--- src/rtl/multi_digit_sub.sv ---
// Sequential subtractor: diff = a - b - borrow_in over WIDTH bits, DIGIT bits per clock.
// Define SUB_FLAGS_EN to add the registered zero and ovf result flags.
module multi_digit_sub #(
    parameter int unsigned WIDTH = 16,
    parameter int unsigned DIGIT = 4
) (
    input  logic             clk,
    input  logic             rst_n,
    input  logic             start,
    input  logic [WIDTH-1:0] a,
    input  logic [WIDTH-1:0] b,
    input  logic             borrow_in,
    output logic             busy,
    output logic             done,
    output logic [WIDTH-1:0] diff,
    output logic             borrow_out
`ifdef SUB_FLAGS_EN
    ,
    output logic             zero,
    output logic             ovf
`endif
);

    localparam int unsigned N  = WIDTH / DIGIT;
    localparam int unsigned IW = (N > 1) ? $clog2(N) : 1;

    generate
        if (WIDTH < 1 || DIGIT < 1 || (WIDTH % DIGIT) != 0) begin : g_bad_cfg
            $error("multi_digit_sub: WIDTH must be a non-zero multiple of DIGIT");
        end
    endgenerate

    typedef enum logic [1:0] {IDLE, RUN, DONE} state_t;

    state_t           state;
    logic [WIDTH-1:0] a_q, b_q, work, next_work;
    logic             borrow;
    logic [IW-1:0]    idx;
    logic [DIGIT-1:0] a_dig, b_dig;
    logic [DIGIT:0]   sub;
    logic             last;

    // Top bit of the (DIGIT+1)-bit difference is the borrow out of this digit.
    always_comb begin
        a_dig     = a_q[idx*DIGIT +: DIGIT];
        b_dig     = b_q[idx*DIGIT +: DIGIT];
        sub       = {1'b0, a_dig} - {1'b0, b_dig} - {{DIGIT{1'b0}}, borrow};
        next_work = work;
        next_work[idx*DIGIT +: DIGIT] = sub[DIGIT-1:0];
        last      = (idx == IW'(N - 1));
    end

    always_ff @(posedge clk) begin
        if (!rst_n) begin
            state      <= IDLE;
            a_q        <= '0;
            b_q        <= '0;
            work       <= '0;
            borrow     <= 1'b0;
            idx        <= '0;
            busy       <= 1'b0;
            done       <= 1'b0;
            diff       <= '0;
            borrow_out <= 1'b0;
`ifdef SUB_FLAGS_EN
            zero       <= 1'b0;
            ovf        <= 1'b0;
`endif
        end else begin
            case (state)
                IDLE, DONE: begin
                    done <= 1'b0;
                    if (start) begin
                        a_q    <= a;
                        b_q    <= b;
                        borrow <= borrow_in;
                        work   <= '0;
                        idx    <= '0;
                        busy   <= 1'b1;
                        state  <= RUN;
                    end else begin
                        state  <= IDLE;
                    end
                end
                RUN: begin
                    work   <= next_work;
                    borrow <= sub[DIGIT];
                    idx    <= idx + 1'b1;
                    if (last) begin
                        state      <= DONE;
                        busy       <= 1'b0;
                        done       <= 1'b1;
                        diff       <= next_work;
                        borrow_out <= sub[DIGIT];
`ifdef SUB_FLAGS_EN
                        zero       <= (next_work == '0);
                        ovf        <= (a_q[WIDTH-1] != b_q[WIDTH-1]) &&
                                      (next_work[WIDTH-1] != a_q[WIDTH-1]);
`endif
                    end
                end
                default: begin
                    state <= IDLE;
                    busy  <= 1'b0;
                    done  <= 1'b0;
                end
            endcase
        end
    end

endmodule

--- config.mk ---
export PLATFORM = sky130hd
export DESIGN_NAME = multi_digit_sub
export DESIGN_NICKNAME = d
export VERILOG_FILES = /design/src/rtl/multi_digit_sub.sv
export SDC_FILE = /design/constraint.sdc
export NUM_CORES = 1
export LEC_CHECK = 0
export CAP_MARGIN = 5
export CORE_MARGIN = 5
export CORE_UTILIZATION = 53
export DETAILED_ROUTE_END_ITERATION = 10
export GPL_TIMING_DRIVEN = 1
export PLACE_DENSITY = 0.8
export REMOVE_ABC_BUFFERS = 1
export SYNTH_ARGS = -nofsm -noshare
export SYNTH_HDL_FRONTEND = slang
export SYNTH_SLANG_ARGS = --single-unit
export TNS_END_PERCENT = 20
--- constraint.sdc ---
create_clock -name clk -period 3.5 [get_ports clk]
set_input_delay 0.35 -clock clk [delete_from_list [all_inputs] [get_ports clk]]
set_output_delay 0.35 -clock clk [all_outputs]
set_load 0.01 [all_outputs]
==> impl_metrics.tcl <==
set metrics [dict create \
    synth_top_family_by_area "compound AO/OA/AOI/OAI gates" \
    r2r_setup_slack_ps 380 \
    drv_slew 0 \
    die_area_sq_um 7740 \
    crit_path_start_kind "flip-flop" \
    rsz0062_at_grt "false" \
    layout_common_cells "nand2_1 (76), dfxtp_1 (72), clkdlybuf4s50_1 (54)" \
    synth_compound_area_share_pct 19.2 \
    hold_violations 0 \
    synth_cell_types 48 \
    numPortBuffers 54 \
    cts_sinks 72 \
    core_sq_um 5920 \
    endpoint_kind "flip-flop" \
    ant_nets 0 \
    p_per_area_nw_per_um2 445 \
    post-route-util_pct 67.2 \
    htree_num_levels 3 \
    synth_top_area_share_pct 44.7 \
    synth_adder_area_share_pct 5.12 \
    yosys.area_share.simple_pct 19.1 \
    ctsHoldBuffers 0 \
    synth_area_leaders "dfxtp_1 (45%), nand2_1 (8.8%), a21oi_1 (5.9%), mux4_2 (4.9%), ha_1 (3.9%)" \
    die_y_microns 88.0 \
    clk_pin_slew_ps 70 \
    fin_skew_ps 5.51 \
    yosys_warnings 0 \
    dr.pass1.iters 5 \
    mostFrequentLayoutCell "nand2_1" \
    vias_per_cell 5.53 \
    place.gp.congestion 0.857 \
    leakage_nw 1.50 \
    vias 2713 \
    route.detailed.drc 0 \
    ys_seq_elements 72 \
    cts_tree "yes" \
    cp.required_ps 3740 \
    ys_dominant_reg_cell "dfxtp_1" \
    syn2layout_area_growth_pct 23.4 \
    finalWorstPathRequiredPeriod_ps 3120 \
    cpMostUsedCell "ha_1" \
    drt-initial-drc-count 109 \
    pre_cts_slack_ps 390 \
    yosysSeqAreaShare_pct 44.7 \
    wl_per_cell_microns 14.5 \
    final_layout_size_suffix_gt1_share_pct 9.62 \
    synthArstFlopShare_pct 0 \
    cts.repair.resized 0 \
    vdd_drop_max_v 0.000258 \
    start_util_pct 54.5 \
    cts_max_path_buffers 2 \
    synth.avg_cell_area_sq_um 8.86 \
    final_cells 491 \
    fill_cells 495 \
    clock_tree.root_cell "clkbuf_8" \
    crit_slowest_cell "or4b_4" \
    tns_ps 0 \
    dp.cells 476 \
    drt-total-wl_mm 7.11 \
    cts_inserted_buffers 9 \
    grt_overflow 0 \
    yosys.area.top_type "dfxtp_1" \
    synth-xor-area-share_pct 0.543 \
    period_share_pct 89.1 \
    status "finished, final reports clean" \
    clk_latency_ps 340 \
    syn_inst 364 \
    synthMuxAreaShare_pct 6.05 \
    synth_edf_count 0 \
    postCtsSetupBuffers 0 \
    worstSetupPathType "reg -> reg" \
    setup_viol_count_final 0 \
    grt_pass1_wl_mm 11.9 \
    cap_violations 0 \
    min_path_type "reg -> reg" \
    crit_path_cell_trace "buf_4 -> mux4_2 -> ha_1 -> inv_1 -> ha_1 -> or4b_4 -> a2bb2oi_2 -> and3_4 -> a32o_2" \
    fin_ws_ps 382 \
    antenna_found_initial 0 \
    antenna_cells 0 \
    io_pins 55 \
    relSlewSlack_pct 55.1 \
    clock.fmax_mhz 321 \
    dp_hpwl_mm 5.02 \
    nNetsFinal 460 \
    grt_max_degree 37 \
    die-width_microns 88.0 \
    max_stage_delay_ps 540 \
    worstPathMaxFanout 10 \
    grt_pass1_vias 2667 \
    cp.arrival_ps 3360 \
    globalRouteTotalUtil_pct 19.7 \
    num_rows 28 \
    syn_area_sq_um 3220 \
    worst_pin_slew_ps 671 \
]
metrics by stage:
step / area (sq um) / hold WS (ps) / power [mW]
2_1_floorplan: 3120 / 430 / 1.09
3_3_place_gp: 3810 / 437 / 1.19
3_5_place_dp: 3810 / 446 / 1.20
4_1_cts: 3980 / 456 / 1.78
5_1_grt: 3980 / 469 / 1.85
6_report: 3980 / 456 / 1.77
cell usage after synthesis, types with 2 or more instances:
| library cell | number |
|---|---|
| nor2_1 | 29 |
| a22o_1 | 8 |
| a32o_1 | 2 |
| o21ai_1 | 7 |
| ha_1 | 10 |
| clkbuf_1 | 17 |
| a31oi_1 | 2 |
| a32o_2 | 2 |
| a211oi_1 | 7 |
| and4bb_1 | 2 |
| a21o_1 | 2 |
| nor3_1 | 5 |
| fa_1 | 2 |
| nand3_1 | 3 |
| buf_2 | 5 |
| dfxtp_1 | 72 |
| o21ai_0 | 10 |
| mux4_2 | 7 |
| a22oi_1 | 7 |
| inv_1 | 17 |
| a21oi_1 | 38 |
| and4bb_2 | 2 |
| nand4_1 | 2 |
| nand2_1 | 76 |
| or2_1 | 2 |
| o211a_1 | 2 |
| o221ai_1 | 2 |
| nand2b_1 | 4 |
area by class of cell:
| type | instances | area, sq um | share of cell area [%] |
|---|---|---|---|
| Multi-Input combinational cell | 251 | 1620 | 40.7 |
| Sequential cell | 72 | 1440 | 36.2 |
| Clock inverter | 3 | 17.5 | 0.440 |
| Inverter | 18 | 67.6 | 1.70 |
| Timing Repair Buffer | 60 | 586 | 14.7 |
| Clock buffer | 12 | 155 | 3.90 |
| Tap cell | 75 | 93.8 | 2.36 |
per-layer routing:
metal  vias to the layer above  track usage, %  routed length [microns]
met5                         -               0                        0
met4                         0            6.14                       89
met3                        10            5.27                      424
met2                        72            34.7                     3550
met1                      1271            23.2                     3040
li1                       1360               -                        -
where the power goes:
part | switching (mW) | internal, mW
sequential | 0.0203 | 0.850
clock | 0.300 | 0.290
combinational | 0.166 | 0.144
total | 0.487 | 1.28
sequential cells by signal, summed over array words and instances (netlist names), 2 cells and up:
name / flops
b_q: 16
idx: 2
a_q: 16
state: 2
work: 16
diff: 16
final timing paths:
check,from,end,cells after the start
hold reg to reg,work[14],work[14],2
setup reg to reg,idx[1],work[11],9
setup / recovery,idx[1],work[11],9
hold / removal,work[14],work[14],2
cell families after synthesis:
group           after synthesis
simple gates                134
fa+ha+maj                    12
flops                        72
mux                           9
xor+xnor                      2
compound gates               94
buf+inv                      41
critical path: cells and delay by family, from the launching register on:
| kind | cells | cell delay (ps) |
|---|---|---|
| and+or+nand+nor | 2 | 720 |
| AOI/OAI and AO/OA | 2 | 420 |
| DFF | 1 | 530 |
| adders and majority gates | 2 | 520 |
| buffers and inverters | 2 | 300 |
| muxes | 1 | 510 |
No activity file was read; power rests on OpenSTA's default activity.
